$ cat src/rtl/vs_bus_arbiter_if.sv
// Handshake and serial bus bundle between the SCI/SDI requesters, the arbiter
// and the decoder serial pins.
interface vs_bus_arbiter_if;
  logic        i_DREQ;
  logic        i_cmd_valid;
  logic [31:0] i_cmd_data;
  logic        o_cmd_ready;
  logic        i_dat_valid;
  logic [15:0] i_dat_data;
  logic        o_dat_ready;
  logic        o_XCS;
  logic        o_XDCS;
  logic        o_SCK;
  logic        o_SI;
  logic        o_busy;
  logic        o_cmd_done;

  // Arbiter side: takes requests and DREQ, drives ready and decoder pins.
  modport slave (
    input  i_DREQ, i_cmd_valid, i_cmd_data, i_dat_valid, i_dat_data,
    output o_cmd_ready, o_dat_ready, o_XCS, o_XDCS, o_SCK, o_SI,
    output o_busy, o_cmd_done
  );

  // Requester / decoder side: the mirror image of the arbiter view.
  modport master (
    output i_DREQ, i_cmd_valid, i_cmd_data, i_dat_valid, i_dat_data,
    input  o_cmd_ready, o_dat_ready, o_XCS, o_XDCS, o_SCK, o_SI,
    input  o_busy, o_cmd_done
  );
endinterface

$ cat src/rtl/vs_bus_arbiter.sv
// Arbitrates between a 32-bit SCI command stream and a 16-bit SDI data stream
// and serialises the granted word MSB first onto a shared SCK/SI pair, with a
// separate active-low select for each frame type and a quiet gap after each
// frame.
module vs_bus_arbiter #(
  parameter int SCK_DIV = 2
) (
  input  logic             clk,
  input  logic             rst,
  vs_bus_arbiter_if.slave  bus
);

  localparam logic [1:0] IDLE      = 2'd0;
  localparam logic [1:0] SCI_SHIFT = 2'd1;
  localparam logic [1:0] SDI_SHIFT = 2'd2;
  localparam logic [1:0] GAP       = 2'd3;

  localparam logic [8:0] HALF_LAST = 9'(SCK_DIV - 1);
  localparam logic [8:0] GAP_LAST  = 9'(2 * SCK_DIV - 1);

  logic [1:0]  state_q,   state_d;
  logic [31:0] shift_q,   shift_d;
  logic [4:0]  bitCnt_q,  bitCnt_d;
  logic [8:0]  divCnt_q,  divCnt_d;
  logic        sck_q,     sck_d;
  logic        xcs_q,     xcs_d;
  logic        xdcs_q,    xdcs_d;
  logic        cmdDone_q, cmdDone_d;
  logic        lastCmd_q, lastCmd_d;

  logic        grantCmd;
  logic        grantDat;
  logic        shifting;
  logic        lastBit;

  assign shifting = (state_q == SCI_SHIFT) || (state_q == SDI_SHIFT);
  assign lastBit  = (bitCnt_q == ((state_q == SCI_SHIFT) ? 5'd31 : 5'd15));

  // Grant only from IDLE with DREQ high; a command wins unless the previous
  // frame was also a command and data is waiting, which yields alternation.
  always_comb begin
    grantCmd = 1'b0;
    grantDat = 1'b0;
    if ((state_q == IDLE) && bus.i_DREQ) begin
      if (bus.i_cmd_valid && !(lastCmd_q && bus.i_dat_valid)) begin
        grantCmd = 1'b1;
      end else if (bus.i_dat_valid) begin
        grantDat = 1'b1;
      end
    end
  end

  // Frame sequencing: load on grant, toggle SCK every SCK_DIV cycles, shift on
  // each falling SCK, close the frame after the last high half and hold a gap.
  always_comb begin
    state_d   = state_q;
    shift_d   = shift_q;
    bitCnt_d  = bitCnt_q;
    divCnt_d  = divCnt_q;
    sck_d     = sck_q;
    xcs_d     = xcs_q;
    xdcs_d    = xdcs_q;
    lastCmd_d = lastCmd_q;
    cmdDone_d = 1'b0;
    case (state_q)
      IDLE: begin
        if (grantCmd) begin
          state_d   = SCI_SHIFT;
          shift_d   = bus.i_cmd_data;
          xcs_d     = 1'b0;
          bitCnt_d  = 5'd0;
          divCnt_d  = 9'd0;
          sck_d     = 1'b0;
          lastCmd_d = 1'b1;
        end else if (grantDat) begin
          state_d   = SDI_SHIFT;
          shift_d   = {bus.i_dat_data, 16'h0000};
          xdcs_d    = 1'b0;
          bitCnt_d  = 5'd0;
          divCnt_d  = 9'd0;
          sck_d     = 1'b0;
          lastCmd_d = 1'b0;
        end
      end
      SCI_SHIFT, SDI_SHIFT: begin
        if (divCnt_q == HALF_LAST) begin
          divCnt_d = 9'd0;
          if (!sck_q) begin
            sck_d = 1'b1;
          end else begin
            sck_d = 1'b0;
            if (lastBit) begin
              state_d   = GAP;
              xcs_d     = 1'b1;
              xdcs_d    = 1'b1;
              cmdDone_d = (state_q == SCI_SHIFT);
            end else begin
              shift_d  = {shift_q[30:0], 1'b0};
              bitCnt_d = bitCnt_q + 5'd1;
            end
          end
        end else begin
          divCnt_d = divCnt_q + 9'd1;
        end
      end
      GAP: begin
        if (divCnt_q == GAP_LAST) begin
          state_d  = IDLE;
          divCnt_d = 9'd0;
        end else begin
          divCnt_d = divCnt_q + 9'd1;
        end
      end
      default: begin
        state_d = IDLE;
      end
    endcase
  end

  // State registers; reset aborts any frame and makes data the last grant.
  always_ff @(posedge clk or posedge rst) begin
    if (rst) begin
      state_q   <= IDLE;
      shift_q   <= 32'h0;
      bitCnt_q  <= 5'd0;
      divCnt_q  <= 9'd0;
      sck_q     <= 1'b0;
      xcs_q     <= 1'b1;
      xdcs_q    <= 1'b1;
      cmdDone_q <= 1'b0;
      lastCmd_q <= 1'b0;
    end else begin
      state_q   <= state_d;
      shift_q   <= shift_d;
      bitCnt_q  <= bitCnt_d;
      divCnt_q  <= divCnt_d;
      sck_q     <= sck_d;
      xcs_q     <= xcs_d;
      xdcs_q    <= xdcs_d;
      cmdDone_q <= cmdDone_d;
      lastCmd_q <= lastCmd_d;
    end
  end

  assign bus.o_cmd_ready = grantCmd;
  assign bus.o_dat_ready = grantDat;
  assign bus.o_XCS       = xcs_q;
  assign bus.o_XDCS      = xdcs_q;
  assign bus.o_SCK       = sck_q;
  assign bus.o_SI        = shifting ? shift_q[31] : 1'b0;
  assign bus.o_busy      = (state_q != IDLE);
  assign bus.o_cmd_done  = cmdDone_q;

endmodule
$ cat src/flat_wrapper.sv
// flat-port wrapper written by rule: the top's interface ports become plain ports
module vs_bus_arbiter_flat 
#(
  parameter int SCK_DIV = 2
)
  (clk, rst, bus_i_DREQ, bus_i_cmd_valid, bus_i_cmd_data, bus_i_dat_valid, bus_i_dat_data, bus_o_cmd_ready, bus_o_dat_ready, bus_o_XCS, bus_o_XDCS, bus_o_SCK, bus_o_SI, bus_o_busy, bus_o_cmd_done);
  vs_bus_arbiter_if bus_i ();
  input  logic clk;
  input  logic rst;
  input wire logic [$bits(bus_i.i_DREQ)-1:0] bus_i_DREQ;
  input wire logic [$bits(bus_i.i_cmd_valid)-1:0] bus_i_cmd_valid;
  input wire logic [$bits(bus_i.i_cmd_data)-1:0] bus_i_cmd_data;
  input wire logic [$bits(bus_i.i_dat_valid)-1:0] bus_i_dat_valid;
  input wire logic [$bits(bus_i.i_dat_data)-1:0] bus_i_dat_data;
  output wire logic [$bits(bus_i.o_cmd_ready)-1:0] bus_o_cmd_ready;
  output wire logic [$bits(bus_i.o_dat_ready)-1:0] bus_o_dat_ready;
  output wire logic [$bits(bus_i.o_XCS)-1:0] bus_o_XCS;
  output wire logic [$bits(bus_i.o_XDCS)-1:0] bus_o_XDCS;
  output wire logic [$bits(bus_i.o_SCK)-1:0] bus_o_SCK;
  output wire logic [$bits(bus_i.o_SI)-1:0] bus_o_SI;
  output wire logic [$bits(bus_i.o_busy)-1:0] bus_o_busy;
  output wire logic [$bits(bus_i.o_cmd_done)-1:0] bus_o_cmd_done;
  assign bus_i.i_DREQ = bus_i_DREQ;
  assign bus_i.i_cmd_valid = bus_i_cmd_valid;
  assign bus_i.i_cmd_data = bus_i_cmd_data;
  assign bus_i.i_dat_valid = bus_i_dat_valid;
  assign bus_i.i_dat_data = bus_i_dat_data;
  assign bus_o_cmd_ready = bus_i.o_cmd_ready;
  assign bus_o_dat_ready = bus_i.o_dat_ready;
  assign bus_o_XCS = bus_i.o_XCS;
  assign bus_o_XDCS = bus_i.o_XDCS;
  assign bus_o_SCK = bus_i.o_SCK;
  assign bus_o_SI = bus_i.o_SI;
  assign bus_o_busy = bus_i.o_busy;
  assign bus_o_cmd_done = bus_i.o_cmd_done;
  vs_bus_arbiter #(.SCK_DIV(SCK_DIV)) u_core (.clk(clk), .rst(rst), .bus(bus_i));
endmodule
$ cat config.mk
export PLATFORM = sky130hd
export DESIGN_NAME = vs_bus_arbiter_flat
export DESIGN_NICKNAME = d
export VERILOG_FILES = /design/src/rtl/vs_bus_arbiter_if.sv /design/src/rtl/vs_bus_arbiter.sv /design/src/flat_wrapper.sv
export SDC_FILE = /design/constraint.sdc
export NUM_CORES = 1
export LEC_CHECK = 0
export BUFFER_PORTS_ARGS = -buffer_cell sky130_fd_sc_hd__buf_2
export CORE_MARGIN = 1.5
export CORE_UTILIZATION = 60
export DETAILED_ROUTE_END_ITERATION = 7
export PLACE_DENSITY = 0.85
export SLEW_MARGIN = 20
export SYNTH_ARGS = -nofsm -noshare
export SYNTH_HDL_FRONTEND = slang
export SYNTH_SLANG_ARGS = --single-unit
$ cat constraint.sdc
create_clock -name clk -period 6.27 [get_ports clk]
set_clock_uncertainty 0.2 [all_clocks]
set_input_delay 0.3135 -clock clk [delete_from_list [all_inputs] [get_ports clk]]
set_output_delay 0.3135 -clock clk [all_outputs]
set_load 0.01 [all_outputs]
==> run_results.csv, run 1 <==
group,metric,value,unit
sta,fin_crit_sh,51.0,%
sta,finalSetupViolCount,0,
drt,drc,0,
place,buffer_ports.inserted,60,
drt,avgRoutedWirePerCell,16.2,µm
clock_tree,htreeDepth,2,
yosys,synth_area_leader_cell,"dfrtp_1",
place,place_ws,3120,ps
sta,finalHoldViolations,51,
final_layout,antennaDiodeCount,0,
place,post_dp_cell_area,3570,µm²
final_layout,fin_nets,451,
sta,whs,-42.3,ps
yosys,ys_warn_count,0,
critical_path,end_kind,"register",
sta,max-slew-margin-rel,30.5,%
sta,report.final.slew_viol_count,0,
flow_run,maxCapViolCount,0,
critical_path,crit_type,"register to register",
final_layout,drive_gt1_share,29.3,%
die,die_width,76.6,µm
sta,fin_tns_setup,0,ps
critical_path,r2r_slack,3070,ps
final_layout,num-fill-cells,378,
pwr,power,1.89,mW
global_route,gr-usage-met1,39.4,%
outcome,violations,"hold timing",
drt,vias,2788,
critical_path,cp.arrival,3200,ps
yosys,ys_seq_elements,53,
yosys,synth.distinct_cells,45,
global_route,grt.busiest_layer,"met2",
yosys,async_flop_share,100,%
final_layout,final_util,70.9,%
global_route,antenna_found_initial,0,
clock_tree,post_cts_resize_count,0,
drt,via_per_inst,6.03,
sta,max_freq,313,MHz
yosys,synthesis.instances,341,
sta,finalCriticalPeriod,3200,ps
critical_path,r2r-end,"u_core.shift_q[6]$_DFFE_PP0P_",
drt,ant_nets,0,
critical_path,crit_end,"u_core.shift_q[6]$_DFFE_PP0P_",
die,die_y,76.6,µm
clock_tree,post-cts-setup-buffers,0,
clock_tree,clk_pin_slew,100,ps
drt,drt_iter0_drc,221,
pwr,ir_worst_vdd,323,µV
final_layout,layout.cells.non_filler,462,
sta,finalWorstSetupSlack,3070,ps
global_route,first_global_vias,2549,
yosys,netlist_area,3250,µm²
die,core.rowCount,26,
yosys,synth_area_leaders,"dfrtp_1, mux2_4, o21ai_0, nand3_1, nand2_1",
yosys,synth_edf_count,0,
die,die_area,5870,µm²
clock_tree,cts_made_buffers,5,
critical_path,crit_start,"u_core.state_q[0]$_DFFE_PP0P_",
yosys,yosysSeqAreaShare,40.9,%
global_route,grt_pass1_wl,12600,µm
global_route,grt_use_met3,4.55,%
place,hpwl,5190,µm
drt,first_pass_iters,5,
die,core,5170,µm²
global_route,grtUsageMet2,40.5,%
pwr,power.leakage,1.63,nW
sta,rsz0062_at_grt,"false",
clock_tree,clock_latency,320,ps
critical_path,cp_max_fo,44,
global_route,grt-ovfl-total,0,
place,place_inst,454,
sta,tightest_slew,1040,ps
die,top_level_ports,61,
outcome,status,"finished, violations left",
clock_tree,cts_root_buf,"clkbuf_8",
yosys,synth_top_flop_cell,"dfrtp_1",
worst_hold_path,hold_path.class,"input port to async pin",
pwr,powerDensity,514,nW/µm²
critical_path,setup.worst_path.start_class,"register",
drt,drt_wl_total,7480,µm
critical_path,required,6270,ps
clock_tree,cts_tree,"yes",
clock_tree,cts_hold_buf,0,
place,gp_congestion,0.932,
critical_path,r2r_start,"u_core.state_q[0]$_DFFE_PP0P_",
yosys,avgSynthCellArea,9.53,µm²
yosys,synth_top_area_share,39.3,%
clock_tree,cts.sinks,53,
final_layout,syn_to_final_growth,12.9,%
clock_tree,clockBufferDepth,2,
die,initial_core_util,62.8,%
global_route,grt_max_degree,54,
final_layout,fin_area,3670,µm²
global_route,grt_usage,27.0,%
yosys,mappedNetlistNets,401,
critical_path,reg2reg_depth,9,
-- cell usage in the layout, fill, tap and decap left out, drive strengths merged, types with 3 or more instances in the layout --
cell and n:
a21oi 5, a31oi 16, and2 3, buf 64, clkbuf 7, clkinv 3
dfrtp 51, ha 7, inv 8, mux2 36, nand2 39, nand3 38
nand4 4, nor2 23, nor2b 3, nor3 5, o21ai 41, o22ai 7
o31ai 4, or3 3
-- critical path, cell delays in order (launching register included) --
cell and delay [ps]:
dfrtp_1 430, inv_1 60, ha_1 280, buf_4 240, clkinv_1 70, buf_4 370
a21oi_2 150, nor3_4 330, buf_4 520, mux2_2 390
-- cells in the mapped netlist (all sizes together), types with 2 or more instances --
cell,number
dfrtp,51
o21ai,41
nand2,39
nand3,38
mux2,36
nor2,23
a31oi,16
clkbuf,15
inv,9
ha,7
o22ai,7
buf,6
a21oi,5
nor3,5
nand4,4
o31ai,4
and2,3
nor2b,3
or3,3
dfstp,2
nor4,2
nor4b,2
o211a,2
o211ai,2
o21a,2
o221ai,2
xor2,2
-- flip-flops by register name (all words and copies together) (netlist names) --
| signal | count |
|---|---|
| u_core.bus.o_XDCS | 1 |
| u_core.state_q | 2 |
| u_core.divCnt_q | 9 |
| u_core.bitCnt_q | 5 |
| u_core.lastCmd_q | 1 |
| u_core.bus.o_cmd_done | 1 |
| u_core.shift_q | 32 |
| u_core.bus.o_XCS | 1 |
| u_core.bus.o_SCK | 1 |
-- layout make-up --
type / count / area (µm²) / area share (%)
clock buffer: 7 / 96.3 / 2.63
clock inverter: 1 / 5.00 / 0.136
inverter: 10 / 38.8 / 1.06
multi-input combinational: 257 / 1780 / 48.6
sequential: 53 / 1330 / 36.2
tap: 70 / 87.6 / 2.39
timing repair buffer: 64 / 330 / 9.00
-- where the power goes --
group          switching [mW]  internal, mW  leakage [nW]
registers               0.109         0.486         0.656
clock network           0.113         0.100        0.0542
logic                   0.586         0.491         0.921
-- kinds of logic (layout without fill, tap and decap cells) --
group                    Yosys count  count (layout)  synth area share [%]
multiplexers                      36              36                  15.9
AO/OA/AOI/OAI                     84              84                  15.4
flip-flops                        53              53                  40.9
XOR/XNOR                           3               3                 0.809
AND/OR/NAND/NOR                  127             127                  19.9
adder cells (fa/ha/maj)            7               7                  2.70
buffers and inverters             31              82                  4.27
-- how the worst min path moves through the flow --
stage,from,slack (ps),endpoint
final,rst,-40,u_core.shift_q[10]$_DFFE_PP0P_
after global routing,rst,20,u_core.divCnt_q[6]$_DFFE_PP0P_
after CTS,bus_i_cmd_data[0],60,u_core.shift_q[0]$_DFFE_PP0P_
after detailed placement,u_core.bus.o_XCS$_DFFE_PP1P_,270,u_core.bus.o_XCS$_DFFE_PP1P_
after global placement,u_core.bus.o_XCS$_DFFE_PP1P_,280,u_core.bus.o_XCS$_DFFE_PP1P_
after floorplan,u_core.shift_q[0]$_DFFE_PP0P_,270,u_core.shift_q[0]$_DFFE_PP0P_
-- routing by layer --
metal / up-vias / part of all wire, %
met5: - / 0
met2: 95 / 47
li1: 1329 / -
met1: 1354 / 47
met3: 10 / 5.0
met4: 0 / 1.2
Note: power is estimated with default switching activity, not from simulation.
==> inputs of run 2 (changes only) <==
--- a/config.mk
+++ b/config.mk
@@ -7,9 +7,9 @@
 export LEC_CHECK = 0
 export BUFFER_PORTS_ARGS = -buffer_cell sky130_fd_sc_hd__buf_2
 export CORE_MARGIN = 1.5
-export CORE_UTILIZATION = 60
+export CORE_UTILIZATION = 56
 export DETAILED_ROUTE_END_ITERATION = 7
-export PLACE_DENSITY = 0.85
+export PLACE_DENSITY = 0.8
 export SLEW_MARGIN = 20
 export SYNTH_ARGS = -nofsm -noshare
 export SYNTH_HDL_FRONTEND = slang
==> constraint.sdc (replaced) <==
create_clock -name clk -period 3.1 [get_ports clk]
set_clock_uncertainty 0.2 [all_clocks]
set_input_delay 0.155 -clock clk [delete_from_list [all_inputs] [get_ports clk]]
set_output_delay 0.155 -clock clk [all_outputs]
set_load 0.01 [all_outputs]
==> run 2 against run 1 <==
  * The run now ends clean
  * Via count is 2.0% lower
  * Global-route usage shrank 2.6 points
  * Worst hold slack better by 100 ps
  * Total power rose by 110%
  * Die area rose by 6.9%
  * Clock power grew 120%
  * Non-clock buffer count up 4
  * Highest routed layer unchanged
==> run_results.csv, run 2 (synthesis gave the netlist of run 1 again) <==
group,metric,value,unit
final_layout,num-fill-cells,456,
sta,max-slew-margin-rel,39.9,%
final_layout,largest_registers,"u_core.shift_q (32), u_core.divCnt_q (9), u_core.bitCnt_q (5)",
final_layout,fin_nets,455,
sta,report.final.slew_viol_count,0,
flow_run,maxCapViolCount,0,
clock_tree,post_cts_resize_count,0,
die,initial_core_util,58.6,%
sta,max_freq,389,MHz
drt,route.met2.wl,3410,µm
clock_tree,clockBufferDepth,2,
drt,ant_nets,0,
sta,finalSetupViolCount,0,
final_layout,register_area,1330,µm²
final_layout,multi_input_area,1780,µm²
clock_tree,htreeDepth,2,
global_route,antenna_found_initial,0,
critical_path,cp_max_fo,13,
drt,wl_met3,283,µm
die,top_level_ports,61,
place,hpwl,5010,µm
outcome,status,"completed",
place,gp_congestion,0.843,
critical_path,crit_type,"register to primary output",
final_layout,fin_area,3720,µm²
clock_tree,cts.sinks,53,
final_layout,top_register,"u_core.shift_q",
place,place_ws,603,ps
sta,rsz0062_at_grt,"false",
clock_tree,cts_hold_buf,2,
worst_hold_path,hold_path.class,"input port to register",
clock_tree,cts_made_buffers,5,
place,place_inst,458,
drt,met1Wirelength,3390,µm
sta,whs,59.0,ps
clock_tree,cts_root_buf,"clkbuf_8",
global_route,grt_pass1_wl,12100,µm
pwr,powerDensity,1040,nW/µm²
place,post_dp_cell_area,3600,µm²
global_route,grt_max_degree,54,
sta,fin_crit_sh,82.8,%
final_layout,final_common_cell,"buf_2",
drt,vias,2732,
critical_path,setup.worst_path.start_class,"register",
sta,tightest_slew,900,ps
final_layout,drive_gt1_share,29.3,%
final_layout,antennaDiodeCount,0,
final_layout,layout_common_cells,"buf_2, dfrtp_1, o21ai_0",
final_layout,layout.cells.non_filler,468,
clock_tree,post-cts-setup-buffers,0,
clock_tree,clk_pin_slew,90,ps
sta,fin_tns_setup,0,ps
place,buffer_ports.inserted,60,
sta,finalHoldViolations,0,
drt,via_per_inst,5.84,
drt,drc,0,
die,die_y,79.2,µm
global_route,grt_usage,24.4,%
global_route,first_global_vias,2618,
critical_path,required,2740,ps
critical_path,end_kind,"primary output",
critical_path,cp.arrival,2210,ps
drt,avgRoutedWirePerCell,15.3,µm
pwr,power.leakage,1.65,nW
global_route,grt-ovfl-total,0,
sta,finalWorstSetupSlack,533,ps
drt,drt_iter0_drc,181,
drt,drt_wl_total,7150,µm
die,core.rowCount,27,
die,core,5540,µm²
final_layout,largest_reg_flops,32,
final_layout,syn_to_final_growth,14.6,%
die,die_area,6270,µm²
clock_tree,clock_latency,300,ps
sta,finalCriticalPeriod,2570,ps
pwr,ir_worst_vdd,737,µV
drt,first_pass_iters,4,
die,die_width,79.2,µm
drt,highest_layer,"met4",
clock_tree,cts_tree,"yes",
run 2: layout make-up:
cell class                      count  share of cell area (%)
Clock buffer                        6                    1.95
Clock inverter                      2                   0.941
Inverter                           10                    1.04
Multi-Input combinational cell    257                    47.8
Sequential cell                    53                    35.7
Tap cell                           72                    2.42
Timing Repair Buffer               68                    10.1
run 2: path summary, 6_finish.rpt:
check | startpoint | to | slack [ps] | depth (start not counted)
max in group asynchronous | rst | u_core.shift_q[1]$_DFFE_PP0P_ | 1810 | 3
min in group asynchronous | rst | u_core.divCnt_q[0]$_DFFE_PP0P_ | 370 | 3
max reg2reg | u_core.state_q[0]$_DFFE_PP0P_ | u_core.shift_q[20]$_DFFE_PP0P_ | 580 | 8
min reg2reg | u_core.bus.o_XCS$_DFFE_PP1P_ | u_core.bus.o_XCS$_DFFE_PP1P_ | 280 | 2
min | bus_i_DREQ | u_core.lastCmd_q$_DFFE_PP0P_ | 60 | 4
max | u_core.state_q[1]$_DFFE_PP0P_ | bus_o_cmd_ready | 530 | 6
run 2: through the flow:
| step | total power [mW] | util [%] |
|---|---|---|
| after global routing | 4.17 | 67.2 |
| after detailed placement | 3.42 | 64.9 |
| after floorplan | 2.97 | - |
| after global placement | 3.34 | 64.9 |
| final | 3.88 | 67.2 |
| after CTS | 3.89 | 67.2 |
run 2: worst max-delay path, stage by stage, from the launching register on:
cell	delay, ps
dfrtp_1	420
inv_1	100
ha_1	280
and3_1	500
nand2_1	250
inv_1	210
buf_2	170
run 2: metal layers:
layer  vias to the layer above  track usage (%)
met1                      1317             34.0
met5                         -                0
met3                         9             2.87
met4                         0             4.74
li1                       1337                -
met2                        69             41.4
run 2: report_power, final:
group | leakage [nW] | internal (mW) | switching (mW) | total (mW)
logic | 0.942 | 1.04 | 1.19 | 2.23
clock network | 0.0552 | 0.240 | 0.220 | 0.460
registers | 0.656 | 0.983 | 0.212 | 1.20
total | 1.65 | 2.26 | 1.62 | 3.88
